==> src/rtl/seg7_frame_capture.sv <==
// seg7_frame_capture: samples a multiplexed 7-segment bus (segments plus
// one-hot digit selects) and rebuilds the displayed BCD value of every digit.
// Each digit must be stable for STABLE_CYCLES samples before it is committed
// to a shadow slot. A full shadow set is handed out as one frame over a
// valid/ready handshake. Sticky flags report unknown patterns and dropped frames.
// Optional build macro SEG7_DP_CAPTURE_EN adds frame_dp, which carries the
// decimal-point bit of each digit along with the frame.
module seg7_frame_capture #(
  parameter int NUM_DIGITS    = 2,
  parameter int STABLE_CYCLES = 4
) (
  input  logic                      clk,
  input  logic                      rst_n,
  input  logic [7:0]                seg_in,
  input  logic [NUM_DIGITS-1:0]     dig_sel,
  output logic [4*NUM_DIGITS-1:0]   frame_digits,
  output logic                      frame_valid,
  input  logic                      frame_ready,
  output logic                      err_pattern,
  output logic                      err_overflow,
  input  logic                      err_clr
`ifdef SEG7_DP_CAPTURE_EN
  ,
  output logic [NUM_DIGITS-1:0]     frame_dp
`endif
);

  localparam logic [7:0] STABLE_C = 8'(STABLE_CYCLES);
  localparam logic [3:0] CODE_BLANK = 4'hA;
  localparam logic [3:0] CODE_BAD   = 4'hF;

  // Map a {a..g} pattern to its BCD code. Blank gets its own code.
  // Anything else is flagged with CODE_BAD.
  function automatic logic [3:0] seg_decode(input logic [6:0] p);
    logic [3:0] c;
    case (p)
      7'b1111110: c = 4'd0;
      7'b0110000: c = 4'd1;
      7'b1101101: c = 4'd2;
      7'b1111001: c = 4'd3;
      7'b0110011: c = 4'd4;
      7'b1011011: c = 4'd5;
      7'b1011111: c = 4'd6;
      7'b1110000: c = 4'd7;
      7'b1111111: c = 4'd8;
      7'b1111011: c = 4'd9;
      7'b0000000: c = CODE_BLANK;
      default:    c = CODE_BAD;
    endcase
    return c;
  endfunction

  logic [7:0]              seg_q, seg_d;
  logic [NUM_DIGITS-1:0]   sel_q, sel_d;
  logic [6:0]              prev_seg_q, prev_seg_d;
  logic [NUM_DIGITS-1:0]   prev_sel_q, prev_sel_d;
  logic [7:0]              cnt_q, cnt_d;
  logic                    commit_q, commit_d;
  logic [4*NUM_DIGITS-1:0] shadow_q, shadow_d;
  logic [NUM_DIGITS-1:0]   seen_q, seen_d;
  logic [4*NUM_DIGITS-1:0] frame_digits_q, frame_digits_d;
  logic                    frame_valid_q, frame_valid_d;
  logic                    err_pattern_q, err_pattern_d;
  logic                    err_overflow_q, err_overflow_d;

  logic       one_hot, changed, do_commit, complete, load;
  logic [3:0] code;

  // Stability tracking, commit into shadow slots and frame hand-off.
  // The commit uses the previous sample. A saturated counter guarantees that
  // this sample was the one seen stable, even if the pins move on this edge.
  always_comb begin
    seg_d          = seg_in;
    sel_d          = dig_sel;
    prev_seg_d     = seg_q[7:1];
    prev_sel_d     = sel_q;
    one_hot        = $onehot(sel_q);
    changed        = (seg_q[7:1] != prev_seg_q) || (sel_q != prev_sel_q);
    do_commit      = (cnt_q == STABLE_C) && !commit_q;
    code           = seg_decode(prev_seg_q);
    complete       = &seen_q;
    load           = complete && (!frame_valid_q || frame_ready);

    cnt_d          = cnt_q;
    if (!one_hot)               cnt_d = 8'd0;
    else if (changed)           cnt_d = 8'd1;
    else if (cnt_q < STABLE_C)  cnt_d = cnt_q + 8'd1;

    commit_d       = changed ? 1'b0 : (commit_q | do_commit);

    shadow_d       = shadow_q;
    seen_d         = complete ? '0 : seen_q;
    for (int i = 0; i < NUM_DIGITS; i++) begin
      if (do_commit && prev_sel_q[i]) begin
        shadow_d[4*i +: 4] = code;
        seen_d[i]          = 1'b1;
      end
    end

    frame_digits_d = load ? shadow_q : frame_digits_q;
    frame_valid_d  = frame_valid_q;
    if (load)                             frame_valid_d = 1'b1;
    else if (frame_valid_q && frame_ready) frame_valid_d = 1'b0;

    err_pattern_d  = err_clr ? 1'b0
                   : (err_pattern_q | (do_commit && (code == CODE_BAD)));
    err_overflow_d = err_clr ? 1'b0
                   : (err_overflow_q | (complete && frame_valid_q && !frame_ready));
  end

  // State registers.
  always_ff @(posedge clk or negedge rst_n) begin
    if (!rst_n) begin
      seg_q          <= '0;
      sel_q          <= '0;
      prev_seg_q     <= '0;
      prev_sel_q     <= '0;
      cnt_q          <= '0;
      commit_q       <= 1'b0;
      shadow_q       <= '0;
      seen_q         <= '0;
      frame_digits_q <= {NUM_DIGITS{CODE_BLANK}};
      frame_valid_q  <= 1'b0;
      err_pattern_q  <= 1'b0;
      err_overflow_q <= 1'b0;
    end else begin
      seg_q          <= seg_d;
      sel_q          <= sel_d;
      prev_seg_q     <= prev_seg_d;
      prev_sel_q     <= prev_sel_d;
      cnt_q          <= cnt_d;
      commit_q       <= commit_d;
      shadow_q       <= shadow_d;
      seen_q         <= seen_d;
      frame_digits_q <= frame_digits_d;
      frame_valid_q  <= frame_valid_d;
      err_pattern_q  <= err_pattern_d;
      err_overflow_q <= err_overflow_d;
    end
  end

  assign frame_digits = frame_digits_q;
  assign frame_valid  = frame_valid_q;
  assign err_pattern  = err_pattern_q;
  assign err_overflow = err_overflow_q;

`ifdef SEG7_DP_CAPTURE_EN
  logic                  prev_dp_q, prev_dp_d;
  logic [NUM_DIGITS-1:0] shadow_dp_q, shadow_dp_d;
  logic [NUM_DIGITS-1:0] frame_dp_q, frame_dp_d;

  // The dp bit rides alongside the committed sample. It never takes part in
  // change detection.
  always_comb begin
    prev_dp_d   = seg_q[0];
    shadow_dp_d = shadow_dp_q;
    for (int i = 0; i < NUM_DIGITS; i++) begin
      if (do_commit && prev_sel_q[i]) shadow_dp_d[i] = prev_dp_q;
    end
    frame_dp_d  = load ? shadow_dp_q : frame_dp_q;
  end

  // Decimal-point registers.
  always_ff @(posedge clk or negedge rst_n) begin
    if (!rst_n) begin
      prev_dp_q   <= 1'b0;
      shadow_dp_q <= '0;
      frame_dp_q  <= '0;
    end else begin
      prev_dp_q   <= prev_dp_d;
      shadow_dp_q <= shadow_dp_d;
      frame_dp_q  <= frame_dp_d;
    end
  end

  assign frame_dp = frame_dp_q;
`else
  // In this build the dp bit is sampled along with the bus but otherwise ignored.
  logic dp_unused;
  assign dp_unused = seg_q[0];
`endif

endmodule

==> config.mk <==
export PLATFORM = sky130hd
export DESIGN_NAME = seg7_frame_capture
export DESIGN_NICKNAME = d
export VERILOG_FILES = /design/src/rtl/seg7_frame_capture.sv
export SDC_FILE = /design/constraint.sdc
export NUM_CORES = 1
export LEC_CHECK = 0
export ABC_AREA = 1
export BUFFER_PORTS_ARGS = -buffer_cell sky130_fd_sc_hd__buf_2
export CORE_UTILIZATION = 44
export DETAILED_ROUTE_END_ITERATION = 8
export GPL_ROUTABILITY_DRIVEN = 0
export PLACE_DENSITY_LB_ADDON = 0.2
export SLEW_MARGIN = 15
export SYNTH_ARGS = -nofsm -noshare
export SYNTH_HDL_FRONTEND = slang
export SYNTH_SLANG_ARGS = --single-unit
==> constraint.sdc <==
create_clock -name clk -period 1.9 [get_ports clk]
set_clock_uncertainty 0.1 [all_clocks]
set_input_delay 0.38 -clock clk [delete_from_list [all_inputs] [get_ports clk]]
set_output_delay 0.38 -clock clk [all_outputs]
set_load 0.02 [all_outputs]
Yosys cells after proc, flatten, opt, wreduce, memory -nomap -nowiden:

Index checks and enable logic that the tools add are counted.

* logic and storage cells: 66
* flip-flop bits (word level): 49
* bits of input ports: 14
* output and inout bits: 11

* multiplexer cells: 12
* $lt $le $gt $ge: 1
* bitwise gates (word level): 3
* reduce and logical (&&, ||, !) cells: 18
* $add $sub $neg: 2
* equality and inequality tests: 16

Operators by type and width (count)
* $eq 7x7->1 const B: 8
* $pmux 4 s11: 1
* $mux 8: 3
* $eq 7x6->1 const B: 2
* $add 8x1->8 const B: 1
* $eq 8x3->1 const B: 1
* $logic_and 1x1->1: 8
* $lt 8x3->1 const B: 1
* $logic_not 7->1: 1
* $mux 1: 7
* $ne 7x7->1: 1
* $reduce_bool 2->1: 3
* $eq 4x4->1 const B: 1
* $logic_not 1->1: 3
* $ne 3x1->1 const B: 1
* $or 1x1->1: 3
* $add 1x1->2: 1
* $eq 2x1->1 const B: 1
* $logic_or 1x1->1: 2
* $mux 2: 1
* $ne 2x2->1: 1
* $reduce_and 2->1: 1

Depth between registers and ports, before layout:

Gate-level depths: netlist (run 1).

* depth after elaboration: 6
* depth in mapped cells: 10
* gate-level depth less buffers: 10

Least setup slack after synthesis (run 1):

OpenSTA, ideal clock, no wires.

* kind: flip-flop to flip-flop
* from: register cnt_q[0]
* to: register shadow_q[2]
* buffers on the path: 0
* arrival time: 1.161 ns
* stages on the path, launching flop included: 8
* period minus slack after synthesis: 1.391 ns
* slack: 0.509 ns
* cells stage by stage: dfrtp_1 inv_1 ha_1 nand3_1 nor3_2 nand2_1 nand2_1 o21ai_0

* cells in the longest elaborated chain, start to end: 3

RTL lines
* start: declaration: line 57 `logic [7:0] cnt_q, cnt_d;`
* start signal: assignment: line 131 `cnt_q <= cnt_d;`
* $eq 8x3->1: line 79 `do_commit = (cnt_q == STABLE_C) && !commit_q;`
* $logic_and 1x1->1: line 79
* $logic_and 1x1->1: line 94 `if (do_commit && prev_sel_q[i]) begin`
* end signal: assignment: line 133 `shadow_q <= shadow_d;`
* end: declaration: line 59 `logic [4*NUM_DIGITS-1:0] shadow_q, shadow_d;`

Every way passes these cells.
A chain may end at the register's enable or synchronous reset.

Worst setup path after layout (run 1):

* from: register cnt_q[0]
* to: register shadow_q[0]

Same word-level chain as after synthesis.

==> summary.md, run 1 <==
| Metric | Value |
|---|---|
| Post-synth ARST share | `1.00` |
| Syn nets | `227` |
| Post-route ant nets | `0` |
| Synth unique cells | `25` |
| Die height | `70.0 um` |
| Post-synth top cells | `59 x nand2_1, 44 x dfrtp_1, 23 x inv_1, 22 x nor2_1` |
| Fin. Hold Viols | `0` |
| Post-synth EDFFs | `0` |
| FF+latch count, synth | `48` |
| Number of diodes | `0` |
| DRC errors left | `0` |
| Final Max Slew Viols | `0` |
| Initial antenna violation count | `0` |
| Busiest grt layer | `met2` |
| Power share of the clock group | `0.334` |
| Met1 Usage GRT | `0.185` |
| Area share of the leading cell type in the synthesized netlist | `0.541` |
| Core Box Area | `roughly 4400 um^2` |
| Nets | `between 200 and 300` |
| Vias after detailed routing | `1356` |
| Worst-path clk slew | `0.09 ns` |
| Crit path launch type | `register` |
| Synth Flop Type | `dfrtp_1` |
| Global-route wire length before repair | `5550 um` |
| Register area share after synthesis | `0.592` |
| Overall die width | `70.0 um` |
| Reg power frac | `0.607` |
| Outcome | `finished clean` |
| Slew @ Worst Pin | `approximately 0.42 ns` |
| Setup repair after global routing missed its margin | `no` |
| Max Clk Rate | `629 MHz` |
| Hpwl dp | `2360 um` |
| YS warnings | `0` |
| Crit share post-route | `0.837` |
| Site Rows | `24` |
| Hold Crit Start | `seg_in[7]` |
| Die area | `4910 um^2` |
| Vias per inst | `4.57` |
| Net Switching | `408 uW` |
| Crit end category | `register` |
| Avg Inst Size Synth | `9.65 um^2` |
| Met3 Use GR | `0.0491` |
| Reg-to-Reg Start | `cnt_q[0]$_DFFE_PN0P_` |
| Largest net degree at the start of global routing | `22` |
| Placed cells | `288` |
| Crit path max-delay cell type | `dfrtp_1` |
| Synth Instances | `about 210` |
| Worst setup margin | `slightly above 0.3 ns` |
| CP arrival | `around 1.7 ns` |
| All-Layer GR Usage | `0.146` |
| # setup viols final | `0` |
| Max stage delay on crit path | `0.38 ns` |
| P_int | `approximately 1.3 mW` |
| CP Max Fanout | `7` |
| Initial Util | `0.461` |
| CTS max path bufs | `2` |
| Worst setup startpoint | `cnt_q[0]$_DFFE_PN0P_` |
| Detailed Routing Iterations Pass 1 | `4` |
| Initial DRC Count | `60` |
| IO Pins | `25` |
| Synthesized cell area | `2040 um^2` |
| Area growth syn-to-layout | `15.0%` |
| Port buffer count | `23` |
| GRT Residual Overflow | `0` |
| Worst VDD drop | `0.000593 V` |
| Post-Layout Cell Count | `297` |
| Most common cell in the synthesized netlist | `nand2_1` |
| Average routed wire per standard cell | `approximately 10 um` |
| CP Class | `reg2reg` |
| Number of max-cap violations | `0` |
| GRT met2 Usage | `0.230` |
| Vias in the first global route | `1269` |
| Rel. slew slack | `0.720` |
| TritonCTS Sinks | `48` |
| Clk_lat worst skew | `0.30 ns` |
| CTS tree | `yes` |
| Setup WS pre-CTS | `roughly 0.29 ns` |
| Worst hold path class | `in2reg` |
| Setup TNS | `0 ns` |
| CP required | `2.05 ns` |
| Combinational Power Share | `0.059` |
| Cell mode on critical path | `nand2_1` |
| Power per cell area | `747 nW/um^2` |
| Post-CTS Repair Setup Buffers | `0` |
| Yosys top cell by area | `dfrtp_1` |
| LEAKAGE | `~1.2 nW` |
| Ratio of cells with drive above 1 in the final layout | `0.261` |
| Sw Ratio | `0.233` |
| Area contributors post-synth | `dfrtp_1 54%, nand2_1 11%, dfstp_2 5.2%, mux2_2 4.4%, inv_1 4.2%` |
| Htree depth | `2` |
| Post-route minimum period | `1.59 ns` |
| CTS Buf Count | `5` |
| Fillers | `423` |
| Total Wirelength | `between 2000 and 3000 um` |
| CP cell instances | `inv_1 -> ha_1 -> nand3_1 -> nor3_2 -> nand2_1 -> inv_1 -> nand2_1 -> nand2_1` |
| Root Driver | `clkbuf_8` |
-- path summary, 6_finish.rpt --
path	end	slack [ns]	cells after the start
worst max register to register	shadow_q[0]$_DFFE_PN0P_	0.31	8
max in group asynchronous	seg_q[1]$_DFF_PN0_	0.76	3
worst min-delay path	seg_q[7]$_DFF_PN0_	0.08	1
min in group asynchronous	frame_digits[0]$_DFFE_PN0P_	0.44	2
worst min register to register	prev_seg_q[4]$_DFF_PN0_	0.30	0
worst max-delay path	shadow_q[0]$_DFFE_PN0P_	0.31	8
-- timing repair --
item / 4_1_cts / 5_1_grt
gates resized for setup: 0 / 0
hold buffers: 1 / 0
endpoints found under the hold margin: 12 / 0
-- through the flow --
step                      utilization  power, mW  cell area (um^2)  hold slack (ns)
after global routing            0.531       1.83              2340           0.0626
after CTS                       0.531       1.79              2340           0.0684
after detailed placement        0.509       1.19              2240            0.243
after global placement          0.509       1.18              2240            0.236
after floorplan                     -       1.14              2040          -0.0156
final                           0.531       1.75              2340           0.0825
-- cells by family (layout without fill, tap and decap cells) --
group | count (synthesis) | after routing | share of synthesized area
simple gates | 108 | 108 | 0.241
flops | 48 | 48 | 0.592
buf+inv | 27 | 61 | 0.0498
compound gates | 11 | 11 | 0.0307
mux | 8 | 8 | 0.0442
xor+xnor | 7 | 7 | 0.0301
fa+ha+maj | 2 | 2 | 0.0123
-- critical path, delay by kind of cell (launching register included) --
kind | cells | cell delay (ns)
fa+ha+maj | 1 | 0.17
buf+inv | 2 | 0.23
flops | 1 | 0.38
simple gates | 5 | 0.67
-- metal layers --
metal | wire length, um | part of all wire
met1 | 1420 | 0.48
met2 | 1380 | 0.46
met3 | 128 | 0.043
met4 | 56 | 0.019
met5 | 0 | 0
-- final cells by class --
cell class,instances,area [um^2],area share
clock buffers,5,68.8,0.0294
well taps,52,65.1,0.0278
inverters,27,101,0.0433
flip-flops and latches,48,1210,0.515
clock inverters,3,18.8,0.00801
multi-input cells,136,729,0.311
repair buffers,26,153,0.0652
-- state kept, by name, summed over array words and instances (netlist names) --
| signal | cells |
|---|---|
| cnt_q | 8 |
| frame_digits | 8 |
| shadow_q | 8 |
| prev_seg_q | 7 |
| seg_q | 7 |
| prev_sel_d | 2 |
| prev_sel_q | 2 |
| seen_q | 2 |
| commit_q | 1 |
| err_overflow | 1 |
| err_pattern | 1 |
| frame_valid | 1 |
-- power groups by stage --
stage	logic [mW]	clock network (mW)	registers [mW]
CTS	0.107	0.616	1.06
global placement	0.103	0	1.08
global route	0.121	0.647	1.07
floorplan	0.0566	0	1.08
finish	0.103	0.584	1.06
detailed placement	0.105	0	1.08
-- cell usage in the layout (no fill, tap or decap), drive strengths merged --
cell type,instances
nor2,27
o21a,2
xor2,5
nand2,63
xnor2,2
mux2,8
nand3,10
nor3,4
clkbuf,5
inv,27
o21ai,4
ha,2
dfrtp,44
a31oi,1
clkinv,3
or2,2
nand4,2
a21oi,4
buf,25
dfstp,4
dlygate4sd3,1
Power figures use the tool's default switching activity.
==> run 2, diff against run 1 <==
--- a/config.mk
+++ b/config.mk
@@ -5,7 +5,7 @@
 export SDC_FILE = /design/constraint.sdc
 export NUM_CORES = 1
 export LEC_CHECK = 0
-export ABC_AREA = 1
+export ABC_AREA = 0
 export BUFFER_PORTS_ARGS = -buffer_cell sky130_fd_sc_hd__buf_2
 export CORE_UTILIZATION = 44
 export DETAILED_ROUTE_END_ITERATION = 8
==> constraint.sdc (replaced) <==
create_clock -name clk -period 1.3 [get_ports clk]
set_clock_uncertainty 0.1 [all_clocks]
set_input_delay 0.26 -clock clk [delete_from_list [all_inputs] [get_ports clk]]
set_output_delay 0.26 -clock clk [all_outputs]
set_load 0.02 [all_outputs]
==> summary.md, run 2 <==
| Metric | Value |
|---|---|
| Post-route ant nets | `0 (unchanged)` |
| Largest net degree at the start of global routing | `49 (+120%)` |
| CP arrival | `2.07 ns (+0.33 ns)` |
| Final instance area | `2750 um^2 (+17%)` |
| Initial Util | `0.474 (+0.0122)` |
| Hpwl dp | `2750 um (+16%)` |
| Area share of the leading cell type in the synthesized netlist | `0.565 (+0.0243)` |
| Setup repair after global routing missed its margin | `yes` |
| Rel. slew slack | `0.755 (+0.0347)` |
| TritonCTS Sinks | `48 (unchanged)` |
| Die height | `68.6 um (-2.1%)` |
| Total Wirelength | `3950 um (+32%)` |
| Average routed wire per standard cell | `14.9 um (+48%)` |
| Commonest non-fill, non-tap cell in the layout | `dfrtp_1` |
| Placed cell area | `2450 um^2 (+9.2%)` |
| # setup viols final | `28 (+28)` |
| Worst-path clk slew | `0.08 ns (about the same)` |
| YS warnings | `0 (unchanged)` |
| CTS tree | `yes` |
| Area contributors post-synth | `dfrtp_1 56%, mux2_2 9.2%, dfstp_2 5.4%, xnor2_1 4.5%, nor2b_1 1.9%` |
| CP required | `1.39 ns (-0.66 ns)` |
| Register area share after synthesis | `0.619 (+0.0266)` |
| Die area | `4700 um^2 (-4.2%)` |
| LEAKAGE | `1.30 nW (+5.3%)` |
| Nets | `231 (-11%)` |
| Synth unique cells | `36 (+44%)` |
| Vias in the first global route | `1480 (+17%)` |
| Core Box Area | `4120 um^2 (-6.8%)` |
| Slew @ Worst Pin | `0.364 ns (-0.0560 ns)` |
| All-Layer GR Usage | `0.197 (+0.0512)` |
| Worst VDD drop | `0.000867 V (+46%)` |
| Outcome | `finished with violations` |
| Synthesized cell area | `1950 um^2 (-4.3%)` |
| Crit end category | `register` |
| Post-route minimum period | `1.98 ns (+0.392 ns)` |
| Worst hold path class | `in2reg` |
| Ratio of cells with drive above 1 in the final layout | `0.477 (+0.216)` |
| Yosys top cell by area | `dfrtp_1` |
| Initial DRC Count | `127 (+110%)` |
| Port buffer count | `23 (unchanged)` |
| Final Max Slew Viols | `0 (unchanged)` |
| Initial antenna violation count | `0 (unchanged)` |
| CTS Buf Count | `5 (unchanged)` |
| Overall die width | `68.6 um (-2.1%)` |
| Number of max-cap violations | `0 (unchanged)` |
| CP Class | `reg2reg` |
| Root Driver | `clkbuf_8` |
| Crit path launch type | `register` |
| DRC errors left | `0 (unchanged)` |
| Clk_lat worst skew | `0.29 ns (about the same)` |
| Power per cell area | `994 nW/um^2 (+33%)` |
| Post-synth EDFFs | `0 (unchanged)` |
| Synth Instances | `149 (-29%)` |
| Vias per inst | `5.17 (+13%)` |
| Fin. Hold Viols | `0 (unchanged)` |
| FF+latch count, synth | `48 (unchanged)` |
| Post-layout util | `0.667 (+0.136)` |
| CTS max path bufs | `2 (unchanged)` |
| Syn nets | `165 (-27%)` |
| Crit share post-route | `1.53 (+0.688)` |
| Failing checks | `setup timing` |
| Post-synth ARST share | `1.00 (unchanged)` |
| Number of diodes | `0 (unchanged)` |
| Area growth syn-to-layout | `40.8%` |
| Most frequent cells in the layout | `43 x dfrtp_1, 26 x buf_4, 19 x buf_2, 10 x dlygate4sd3_1` |
| GRT Residual Overflow | `0 (unchanged)` |
| Detailed Routing Iterations Pass 1 | `4 (unchanged)` |
| Htree depth | `2 (unchanged)` |
| CP Max Fanout | `4 (-3)` |
| Global-route wire length before repair | `6570 um (+18%)` |
| Vias after detailed routing | `1376 (+1.5%)` |
| Avg Inst Size Synth | `13.1 um^2 (+36%)` |
| Max Clk Rate | `504 MHz (-20%)` |
| IO Pins | `25 (unchanged)` |
| Worst setup margin | `-0.683 ns (-0.992 ns)` |
| Synth Flop Type | `dfrtp_1` |
| Most common cell in the synthesized netlist | `dfrtp_1` |
| Site Rows | `23 (-4.2%)` |
| Post-synth top cells | `44 x dfrtp_1, 16 x mux2_2, 10 x xnor2_1, 7 x nor2_1, 6 x nor2b_1` |
## run 2: kinds of logic (layout without fill, tap and decap cells)
kind of cell               after synthesis  count (layout)  share of synthesized area
AOI/OAI and AO/OA                       18              18                     0.0648
xor gates and xnor gates                13              13                     0.0584
adders and majority gates                2               2                     0.0128
buffers and inverters                   11              78                     0.0250
DFF                                     48              48                      0.619
muxes                                   18              18                      0.103
and+or+nand+nor                         39              39                      0.117
## run 2: area by class of cell
class | instances | area [um^2]
clock buffers | 8 | 100
flip-flops and latches | 48 | 1210
fillers | 316 | 1370
well taps | 50 | 62.6
repair buffers | 65 | 520
inverters | 5 | 18.8
multi-input cells | 90 | 836
## run 2: worst paths after layout
check	startpoint	end	slack [ns]	cells past startpoint
worst max-delay path	prev_seg_q[3]$_DFF_PN0_	err_pattern$_DFF_PN0_	-0.68	5
min in group asynchronous	rst_n	prev_seg_q[5]$_DFF_PN0_	0.37	3
worst min register to register	seg_q[3]$_DFF_PN0_	prev_seg_q[2]$_DFF_PN0_	0.29	0
max in group asynchronous	rst_n	frame_digits[7]$_DFFE_PN1P_	0.44	3
worst min-delay path	err_clr	err_overflow$_DFF_PN0_	0.03	2
worst max register to register	prev_seg_q[3]$_DFF_PN0_	err_pattern$_DFF_PN0_	-0.68	5
## run 2: timing repair
item,in CTS,in global routing
pin swaps,6,2
hold buffers,10,0
endpoints found under the hold margin,53,0
buffers inserted,3,2
endpoints found under the setup margin,32,32
resized for setup,16,2
cloned,0,0
## run 2: worst max-delay path, stage by stage, from the launching register on
cell	delay [ns]
dfrtp_1	0.40
or4_4	0.56
o32ai_4	0.25
a41o_2	0.19
o22ai_1	0.10
a32o_1	0.28
## run 2: per-layer routing
metal | routed length, um | global-route usage | vias to the layer above
met5 | 0 | 0 | -
met4 | 69 | 0.0859 | 0
met3 | 136 | 0.0526 | 9
met2 | 2030 | 0.343 | 31
met1 | 1720 | 0.226 | 688
li1 | - | - | 648
## run 2: per-stage QoR
step	cells	hold slack, ns	setup slack [ns]	setup TNS, ns	power, mW
floorplan	149	-0.136	-0.663	-9.80	1.68
global placement	244	0.158	-0.600	-10.03	1.77
detailed placement	244	0.166	-0.668	-10.77	1.78
CTS	265	0.0202	-0.658	-10.59	2.75
global route	266	0.0200	-0.725	-12.66	2.84
finish	266	0.0283	-0.683	-10.60	2.73
## run 2: where the power goes
part           switching, mW  total, mW  internal [mW]
Combinational          0.111      0.230          0.119
Clock                  0.459      0.945          0.486
Sequential            0.0287       1.55           1.52
